===== config.mk =====
export PLATFORM = sky130hd
export DESIGN_NAME = ksa4_seq_adder
export DESIGN_NICKNAME = d
export VERILOG_FILES = /design/src/rtl/ksa4_seq_pkg.sv /design/src/rtl/ksa4_core.sv /design/src/rtl/ksa4_seq_adder.sv
export SDC_FILE = /design/constraint.sdc
export NUM_CORES = 1
export LEC_CHECK = 0
export CAP_MARGIN = 0
export CORE_MARGIN = 3
export CORE_UTILIZATION = 46
export CTS_CLUSTER_SIZE = 30
export DETAILED_ROUTE_END_ITERATION = 6
export GPL_TIMING_DRIVEN = 0
export PLACE_DENSITY_LB_ADDON = 0.25
export REMOVE_ABC_BUFFERS = 1
export SYNTH_ARGS = -nofsm -noshare
export SYNTH_HDL_FRONTEND = slang
export SYNTH_SLANG_ARGS = --single-unit

===== constraint.sdc =====
create_clock -name clk -period 2.36 [get_ports clk]
set_clock_uncertainty 0.2 [all_clocks]
set_input_delay 0.472 -clock clk [delete_from_list [all_inputs] [get_ports clk]]
set_output_delay 0.472 -clock clk [all_outputs]
set_load 0.05 [all_outputs]

===== src/rtl/ksa4_seq_pkg.sv =====
// Shared constants for the nibble-serial Kogge-Stone adder: slice width, FSM encoding
// and the nibble-index width helper.
package ksa4_seq_pkg;

  localparam int unsigned NIBBLE_W = 4;

  typedef logic [1:0] state_t;

  localparam state_t IDLE = 2'd0;
  localparam state_t RUN  = 2'd1;
  localparam state_t DONE = 2'd2;

  // Index counter width; a single-nibble build still needs a 1-bit index.
  function automatic int unsigned idx_w(input int unsigned nibbles);
    return (nibbles > 1) ? $clog2(nibbles) : 1;
  endfunction

endpackage


===== src/rtl/ksa4_core.sv =====
// Combinational 4-bit Kogge-Stone adder: generate/propagate, three prefix levels, sum XOR.
module ksa4_core (
  input  logic [3:0] a,
  input  logic [3:0] b,
  input  logic       cin,
  output logic [3:0] sum,
  output logic       cout
);

  // Position 0 of the 5-entry prefix vector is the carry-in; bit j of the operands is position j+1.
  logic [4:0] g0, p0, g1, p1, g2, p2, g3;

  assign g0 = {a & b, cin};
  assign p0 = {a ^ b, 1'b0};

  always_comb begin
    g1 = g0;
    p1 = p0;
    for (int i = 1; i < 5; i++) begin
      g1[i] = g0[i] | (p0[i] & g0[i-1]);
      p1[i] = p0[i] & p0[i-1];
    end
    g2 = g1;
    p2 = p1;
    for (int i = 2; i < 5; i++) begin
      g2[i] = g1[i] | (p1[i] & g1[i-2]);
      p2[i] = p1[i] & p1[i-2];
    end
    g3 = g2;
    for (int i = 4; i < 5; i++) begin
      g3[i] = g2[i] | (p2[i] & g2[i-4]);
    end
  end

  // g3[i] is the carry into operand bit i.
  assign sum  = p0[4:1] ^ g3[3:0];
  assign cout = g3[4];

endmodule


===== src/rtl/ksa4_seq_adder.sv =====
// Wide adder that walks one 4-bit Kogge-Stone slice across the operands, LSB nibble first,
// with valid/ready handshakes on both sides.
module ksa4_seq_adder
  import ksa4_seq_pkg::*;
#(
  parameter int unsigned NIBBLES = 4
) (
  input  logic                        clk,
  input  logic                        rst_n,
  input  logic                        in_valid,
  output logic                        in_ready,
  input  logic [NIBBLE_W*NIBBLES-1:0] in_a,
  input  logic [NIBBLE_W*NIBBLES-1:0] in_b,
  input  logic                        in_cin,
  output logic                        out_valid,
  input  logic                        out_ready,
  output logic [NIBBLE_W*NIBBLES-1:0] out_sum,
  output logic                        out_cout,
  output logic                        out_zero,
  output logic                        busy
);

  localparam int unsigned W  = NIBBLE_W * NIBBLES;
  localparam int unsigned IW = idx_w(NIBBLES);
  localparam logic [IW-1:0] LAST = IW'(NIBBLES - 1);

  state_t          state_q, state_d;
  logic [W-1:0]    a_q, a_d, b_q, b_d, sum_q, sum_d;
  logic            carry_q, carry_d;
  logic [IW-1:0]   idx_q, idx_d;

  logic [NIBBLE_W-1:0] a_nib, b_nib, slice_sum;
  logic                slice_cout;

  assign a_nib = a_q[NIBBLE_W*idx_q +: NIBBLE_W];
  assign b_nib = b_q[NIBBLE_W*idx_q +: NIBBLE_W];

  ksa4_core u_core (
    .a    (a_nib),
    .b    (b_nib),
    .cin  (carry_q),
    .sum  (slice_sum),
    .cout (slice_cout)
  );

  always_comb begin
    state_d = state_q;
    a_d     = a_q;
    b_d     = b_q;
    sum_d   = sum_q;
    carry_d = carry_q;
    idx_d   = idx_q;
    case (state_q)
      IDLE: begin
        if (in_valid) begin
          a_d     = in_a;
          b_d     = in_b;
          carry_d = in_cin;
          idx_d   = '0;
          sum_d   = '0;
          state_d = RUN;
        end
      end
      RUN: begin
        sum_d[NIBBLE_W*idx_q +: NIBBLE_W] = slice_sum;
        carry_d = slice_cout;
        if (idx_q == LAST) begin
          state_d = DONE;
        end else begin
          idx_d = idx_q + 1'b1;
        end
      end
      DONE: begin
        if (out_ready) state_d = IDLE;
      end
      default: state_d = IDLE;
    endcase
  end

  always_ff @(posedge clk or negedge rst_n) begin
    if (!rst_n) begin
      state_q <= IDLE;
      a_q     <= '0;
      b_q     <= '0;
      sum_q   <= '0;
      carry_q <= 1'b0;
      idx_q   <= '0;
    end else begin
      state_q <= state_d;
      a_q     <= a_d;
      b_q     <= b_d;
      sum_q   <= sum_d;
      carry_q <= carry_d;
      idx_q   <= idx_d;
    end
  end

  // Results are masked outside DONE so a partial sum never appears on the outputs.
  assign in_ready  = (state_q == IDLE);
  assign busy      = (state_q != IDLE);
  assign out_valid = (state_q == DONE);
  assign out_sum   = out_valid ? sum_q : '0;
  assign out_cout  = out_valid & carry_q;
  assign out_zero  = out_valid & (sum_q == '0);

endmodule

### After elaboration in Yosys (flattened, before gate mapping)

Cells that the tools add are included.

* bits of input ports: 37
* word-level logic and storage cells: 65
* register bits: 53
* output and inout bits: 21

* reductions and logical operators: 8
* mux-type cells: 13
* shift-type cells: 4
* bitwise operators: 25
* equal/unequal tests: 7
* add/sub/neg operators: 2

Operators by type and width (count)
* negation 4 -> 34 bit: 1
* variable shift 4 x 34 -> 16 bit, first input constant: 1
* indexed part select 4 x 34 -> 16 bit: 1
* two-way mux 16 bit: 2
* one-hot mux 16 bit (2 select lines): 1
* indexed part select 16 x 5 -> 4 bit: 2
* bitwise mux 16 bit: 1
* zero test 16 bit: 1
* bitwise AND 1 bit: 14
* two-way mux 2 bit: 5
* bitwise OR 1 bit: 8
* XOR 4 bit: 2
* inequality test 2 bit, second input constant: 3
* one-hot mux 2 bit (3 select lines): 1
* AND reduction 3 bit: 2
* bitwise AND 4 bit: 1
* equality test 2 bit, second input constant: 2
* one-hot mux 2 bit (2 select lines): 1
* AND reduction 2 bit: 2
* nonzero test 2 bit: 2
* adder 2 x 1 -> 2 bit, second input constant: 1
* equality test 2 x 1 -> 1 bit, second input constant: 1
* zero test 2 bit: 1
* inequality test 2 x 1 -> 1 bit, second input constant: 1
* other kinds (2): 2

### Longest topological paths before layout

Gate-level depths: netlist of run 1.

* word-level depth: 10
* gate-level depth with buffers: 8
* gate-level depth less buffers: 7

### By module

From an unflattened synthesis of run 1, not the netlist that was laid out.

* cell total of the unflattened synthesis: 205
* area total of the unflattened synthesis: 2846.5 sq um

By module, submodules not included
* ksa4_seq_adder: area an instance 2700.1 sq um, sequential area each 1326.3 sq um, cells an instance 189, times used 1
* ksa4_core: area an instance 146.4 sq um, sequential area each 0.0 sq um, cells an instance 16, times used 1

### Worst setup path before layout of run 1

No wires, ideal clock.

* kind: reg-to-output
* start: register sum_q[13]
* end: output out_zero
* cell stages (with the launch flop): 3
* arrival: 1.923 ns
* required time: 1.688 ns
* buffers on the path: 0
* slack: -0.235 ns
* cells stage by stage: dfrtp_1 or4_1 nor3_1

* word-level cells in the longest chain between the ends: 2

RTL lines
* from (decl): RTL line ksa4_seq_adder.sv:28 `logic [W-1:0] a_q, a_d, b_q, b_d, sum_q, sum_d;`
* from (signal assigned): RTL line ksa4_seq_adder.sv:92 `sum_q <= sum_d;`
* zero test 16 bit: RTL line ksa4_seq_adder.sv:104 `assign out_zero = out_valid & (sum_q == '0);`
* bitwise AND 1 bit: RTL line ksa4_seq_adder.sv:104
* to (decl): RTL line ksa4_seq_adder.sv:19 `output logic out_zero,`

No other way between the ends.

### Final worst setup path of run 1

* start: register idx_q[0]
* end: register sum_q[14]

* word-level cells in the longest chain between the ends: 10
* elaborated cells on any way between the ends: 22
* classes of those cells: add/sub (1); shift (4); mux (2); bitwise (15)

RTL lines
* from (decl): RTL line ksa4_seq_adder.sv:30 `logic [IW-1:0] idx_q, idx_d;`
* from (signal assigned): RTL line ksa4_seq_adder.sv:94 `idx_q <= idx_d;`
* indexed part select 16 x 5 -> 4 bit, on equally long branches: RTL line ksa4_seq_adder.sv:35, ksa4_seq_adder.sv:36
* XOR 4 bit: RTL line ksa4_core.sv:14 `assign p0 = {a ^ b, 1'b0};`
* bitwise AND 1 bit: RTL line ksa4_core.sv:20 `g1[i] = g0[i] | (p0[i] & g0[i-1]);`
* bitwise OR 1 bit: RTL line ksa4_core.sv:20
* bitwise AND 1 bit: RTL line ksa4_core.sv:26 `g2[i] = g1[i] | (p1[i] & g1[i-2]);`
* bitwise OR 1 bit: RTL line ksa4_core.sv:26
* XOR 4 bit: RTL line ksa4_core.sv:36 `assign sum = p0[4:1] ^ g3[3:0];`
* indexed part select 4 x 34 -> 16 bit: RTL line ksa4_seq_adder.sv:65 `sum_d[NIBBLE_W*idx_q +: NIBBLE_W] = slice_sum;`
* bitwise mux 16 bit (*): RTL line ksa4_seq_adder.sv:65
* one-hot mux 16 bit (2 select lines) (*): RTL line ksa4_seq_adder.sv:53 `case (state_q)`

Mark *: on every way between the ends. The rest lies on a longest branch, timed or not.
A chain may end at the register's enable or synchronous reset.

==> results of run 1 <==
-- worst paths after layout --
path	endpoint	cells after the start
max	sum_q[14]$_DFFE_PN0P_	6
min in group asynchronous	sum_q[13]$_DFFE_PN0P_	2
max in group asynchronous	idx_q[0]$_DFFE_PN0P_	3
max reg2reg	sum_q[14]$_DFFE_PN0P_	6
min reg2reg	b_q[9]$_DFFE_PN0P_	1
min	b_q[9]$_DFFE_PN0P_	1
-- cell families (layout without fill, tap and decap cells) --
family,count (synthesis),in the layout,share of synthesized area [%]
mux,41,41,23.9
simple gates,44,45,9.59
fa+ha+maj,10,10,4.77
buf+inv,17,83,3.51
compound gates,33,33,9.51
xor+xnor,3,3,0.946
flops,53,53,47.7
-- Yosys cell counts (4+ instances only) --
cell,n
a21o_1,4
dfrtp_1,53
nand2_1,4
mux4_2,8
inv_1,5
mux2_4,30
nor2_1,6
a22o_1,19
buf_6,4
and2_1,18
ha_1,9
-- layout make-up --
cell class,instances,share of cell area [%]
inverter,8,0.827
timing repair buffer,68,16.3
multi-input combinational,132,40.8
clock buffer,5,1.89
sequential,53,36.7
clock inverter,2,0.965
tap,72,2.48
-- power by group --
part	total [W]	switching [W]	internal [W]
combinational	0.00362	0.00167	0.00195
clock	0.000587	0.000278	0.000308
sequential	0.00169	0.000358	0.00133
total	0.00589	0.00231	0.00358
-- metal layers --
metal	up-vias	track usage (%)	wire, um
met5	-	0	0
met3	14	2.57	294
met1	891	19.3	2340
met4	0	7.02	112
met2	52	29.1	2770
li1	872	-	-
-- flip-flops by register name, indices dropped and copies added (netlist names) --
signal and cells:
a_q 16, carry_q 1, sum_q 16, state_q 2, idx_q 2, b_q 16
-- through the flow --
step	setup TNS [ns]	hold WS [ns]	total power, W	area [um^2]	setup slack, ns
after floorplan	-22.72	-0.0236	0.00375	2710	-0.685
after CTS	-0.304	0.294	0.00572	3610	-0.0419
after global placement	-86.57	0.265	0.00436	3370	-0.922
after global routing	-0.919	0.308	0.00629	3630	-0.133
final	-0.344	0.288	0.00589	3630	-0.0710
after detailed placement	-13.71	0.261	0.00444	3410	-0.577
-- repair_timing --
item / CTS / global route
gates resized for setup: 122 / 4
cloned: 0 / 1
setup buffers: 9 / 0
pin swaps: 7 / 13
hold buffers: 1 / 0
hold endpoints to repair: 21 / 0
setup endpoints to repair: 38 / 16
==> impl_metrics.yaml, run 1 <==
synth:
  ys_seq_area_share_pct: 47.7
  synth.area.top_cells: "dfrtp_1 48%, mux2_4 16%, mux4_2 6.5%"
  ys_warn_count: 0
  ys_seq_elements: 53
  synth_cell_types: 39
  syn_area_um2: 2780
  synthCells: 201
  avgSynthCellArea_um2: 13.8
  yosysTopAreaCell: "dfrtp_1"
  post-synth-top-area-fraction_pct: 47.7
  async_flop_share_pct: 100
  synth_edf_count: 0
  yosys_most_used_dff: "dfrtp_1"
layout:
  stdcell_count: 340
  fin_util_pct: 64.0
  regArea_um2: 1330
  drive_gt1_share_pct: 37.7
  diodes: 0
  fillers: 447
  final_cell_mix: "49 x dfrtp_1, 35 x clkdlybuf4s50_1, 30 x mux2_4"
  multi_input_area_um2: 1480
  area_growth_pct: 30.8
  fin_nets: 315
  final_common_cell: "dfrtp_1"
global_route:
  grt_first_pass_wirelength_mm: 9.25
  antenna_found_initial: 0
  grt_max_degree: 33
  grt_pass1_vias: 1931
  overflow: 0
  grt_use_total_pct: 16.3
drt:
  drt_iter0_drc: 37
  routedWlPerCell_um: 16.2
  routed_wirelength_mm: 5.51
  viasPerCell: 5.38
  drtPass1Iterations: 4
  drc_errors: 0
  final_antenna_net_count: 0
  via_count: 1829
timing:
  tightestPinTransition_ns: 0.487
  fmax_ghz: 0.411
  finalWorstSetupSlack_ns: -0.0710
  rsz0062_at_grt: "true"
  setup_viol: 9
  fin_crit_sh_pct: 103
  hold_violations: 0
  timing.final.crit_period_ns: 2.43
  timing.max_slew.rel_slack_pct: 67.7
  drv_slew: 0
placement:
  globalplace.congestion: 0.782
  io_buffers: 57
  placedCellCount: 323
  dp_hpwl_mm: 3.95
cts:
  clockRootBuffer: "clkbuf_8"
  htreeDepth: 2
  clk_latency_ns: 0.30
  clock_sinks: 53
  clk_path_buf_depth: 2
  cts_buffers: 5
  cts_tree: "done"
  path_clk_slew_ns: 0.09
hold_path:
  min_path_type: "reg2reg"
  hp-start: "b_q[9]$_DFFE_PN0P_"
die:
  core_area_um2: 5680
  fp-row-count: 27
  boundaryPins: 58
  dieArea_um2: 7010
  die-width_um: 83.7
  start_util_pct: 48.9
  fp.dieH_um: 83.7
worst_setup_path:
  r2r_setup_slack_ns: -0.07
  worst-path-max-fanout: 8
  crit_buf_inv: 0
  crit_chain: "mux4_2 -> ha_4 -> a211o_1 -> o21ai_2 -> xnor2_2 -> a22o_1"
  endpoint_kind: "flip-flop"
  crit_start: "idx_q[0]$_DFFE_PN0P_"
  cp_slowest_cell: "mux4_2"
  worstPathRequired_ns: 2.35
  worst_path_largest_cell_delay_ns: 0.58
  cp_data_arrival_time_ns: 2.42
  crit_family: "compound AO/OA/AOI/OAI gates"
  crit_path_start_kind: "flip-flop"
  r2r-start: "idx_q[0]$_DFFE_PN0P_"
  worstSetupPathType: "reg2reg"
run_status:
  outcome: "finished with violations"
  failed_checks: "setup timing"
pwr:
  peakVddDrop_mv: 0.931
  power.density_nw_per_um2: 1620
  p_leak_nw: 1.68
flow_run:
  cap_violations: 0
Power figures use the tool's default switching activity.
==> run 2, diff against run 1 <==
CORE_MARGIN = not set   (was 3)
==> run 2 against run 1 <==
  * The flow still finishes with violations (setup timing)
  * Non-clock buffer count increased by 2
  * Sequential share of layout area increased by 0.089 points
  * Utilization decreased by 0.15 points
  * Maximum frequency increased by 2.4%
  * Largest power group unchanged
  * Global-route usage increased by 2.6 points
  * Sequential power about the same
  * Highest routed layer unchanged
  * Final cell count increased by 0.59%
  * Largest cell class unchanged
  * Via count decreased by 0.11%
  * Die area decreased by 9.3%
==> impl_metrics.yaml, run 2 (synthesis gave the netlist of run 1 again) <==
run_status:
  outcome: "finished with violations"
  failed_checks: "setup timing"
worst_setup_path:
  r2r_setup_slack_ns: -0.01
  worstPathRequired_ns: 2.36
  endpoint_kind: "flip-flop"
  crit_start: "idx_q[0]$_DFFE_PN0P_"
  crit_buf_inv: 1
  setup.worst_path.end: "sum_q[6]$_DFFE_PN0P_"
  cp_slowest_cell: "mux4_2"
  cp_data_arrival_time_ns: 2.37
  r2r-start: "idx_q[0]$_DFFE_PN0P_"
  r2r_cells: 7
  crit_family: "compound AO/OA/AOI/OAI gates"
  worst_path_largest_cell_delay_ns: 0.53
  crit_chain: "buf_12 -> mux4_2 -> ha_4 -> a211o_1 -> o21ai_2 -> xnor2_2 -> a22o_1"
  worst-path-max-fanout: 5
  crit_path_start_kind: "flip-flop"
  reg2reg_to: "sum_q[6]$_DFFE_PN0P_"
  cp.depth: 7
  worstSetupPathType: "reg2reg"
global_route:
  grt_max_degree: 36
  busiest_layer: "met2"
  met3_usage_pct: 3.09
  met1_usage_pct: 24.8
  grt_use_total_pct: 18.9
  overflow: 0
  met2_usage_pct: 30.9
  grt_first_pass_wirelength_mm: 9.03
  grt_pass1_vias: 1819
  antenna_found_initial: 0
die:
  fp-row-count: 27
  dieArea_um2: 6350
  boundaryPins: 58
  die-width_um: 79.7
  fp.dieH_um: 79.7
  start_util_pct: 48.9
  core_area_um2: 5680
drt:
  final_antenna_net_count: 0
  drt_iter0_drc: 85
  routedWlPerCell_um: 16.1
  routed_wirelength_mm: 5.51
  viasPerCell: 5.34
  via_count: 1827
  drtPass1Iterations: 4
  drc_errors: 0
layout:
  area_growth_pct: 30.5
  stdcell_count: 342
  fin_nets: 317
  final_common_cell: "dfrtp_1"
  final_cell_mix: "49 x dfrtp_1, 35 x clkdlybuf4s50_1, 30 x mux2_4"
  diodes: 0
  reg_top3: "a_q: 16 flops, b_q: 16 flops, sum_q: 16 flops"
  drive_gt1_share_pct: 37.0
pwr:
  peakVddDrop_mv: 0.790
  power.density_nw_per_um2: 1580
  p_leak_nw: 1.68
cts:
  htreeDepth: 2
  path_clk_slew_ns: 0.09
  clk_latency_ns: 0.30
  cts_tree: "done"
  clock_sinks: 53
  clk_path_buf_depth: 2
  clockRootBuffer: "clkbuf_8"
  cts_buffers: 5
timing:
  drv_slew: 0
  fin_crit_sh_pct: 101
  tightestPinTransition_ns: 0.485
  finalWorstSetupSlack_ns: -0.0147
  timing.max_slew.rel_slack_pct: 67.8
  timing.final.crit_period_ns: 2.37
  hold_violations: 0
  tns_ns: -0.0482
  rsz0062_at_grt: "true"
  setup_viol: 4
  fmax_ghz: 0.421
placement:
  globalplace.congestion: 0.783
  placedCellCount: 323
  dp_hpwl_mm: 3.81
  io_buffers: 57
flow_run:
  cap_violations: 0
hold_path:
  min_path_type: "reg2reg"
[run 2: power breakdown]
group / internal (W) / total (W) / leakage [nW] / switching (W)
logic: 0.00193 / 0.00355 / 0.978 / 0.00162
clock network: 0.000233 / 0.000513 / 0.0443 / 0.000279
registers: 0.00133 / 0.00167 / 0.655 / 0.000343
[run 2: through the flow]
step / power (W) / worst slack [ns] / hold WS, ns / utilization [%] / cell area [um^2]
floorplan: 0.00375 / -0.685 / -0.0236 / - / 2710
global placement: 0.00436 / -0.917 / 0.264 / 59.4 / 3370
detailed placement: 0.00442 / -0.544 / 0.237 / 60.0 / 3410
CTS: 0.00543 / -0.0804 / 0.295 / 62.1 / 3520
global route: 0.00611 / -0.0798 / 0.315 / 63.8 / 3620
finish: 0.00573 / -0.0147 / 0.287 / 63.8 / 3620
[run 2: worst min path at each step]
stage / depth (start not counted) / endpoint / slack, ns / start
after detailed placement: 1 / a_q[0]$_DFFE_PN0P_ / 0.24 / rst_n
after floorplan: 0 / a_q[0]$_DFFE_PN0P_ / -0.02 / rst_n
after global placement: 1 / b_q[10]$_DFFE_PN0P_ / 0.26 / b_q[10]$_DFFE_PN0P_
after CTS: 1 / b_q[10]$_DFFE_PN0P_ / 0.29 / b_q[10]$_DFFE_PN0P_
after global routing: 1 / b_q[10]$_DFFE_PN0P_ / 0.31 / b_q[10]$_DFFE_PN0P_
final: 1 / b_q[10]$_DFFE_PN0P_ / 0.29 / b_q[10]$_DFFE_PN0P_
[run 2: area by class of cell]
class	count	area, um^2
Sequential cell	53	1330
Clock buffer	7	86.3
Multi-Input combinational cell	132	1470
Inverter	8	30.0
Fill cell	429	2050
Timing Repair Buffer	70	613
Tap cell	72	90.1
[run 2: per-layer routing]
layer	vias up	wire length [um]
met5	-	0
met3	7	237
met4	0	67
li1	874	-
met1	896	2470
met2	50	2730
[run 2: what timing repair did]
action                                  4_1_cts  5_1_grt
buffers inserted                              4        6
resized for setup                           115        4
hold buffers                                  1        0
cloned                                        0        1
endpoints found under the setup margin       38       16
endpoints found under the hold margin        18        0
pin swaps                                    12        7
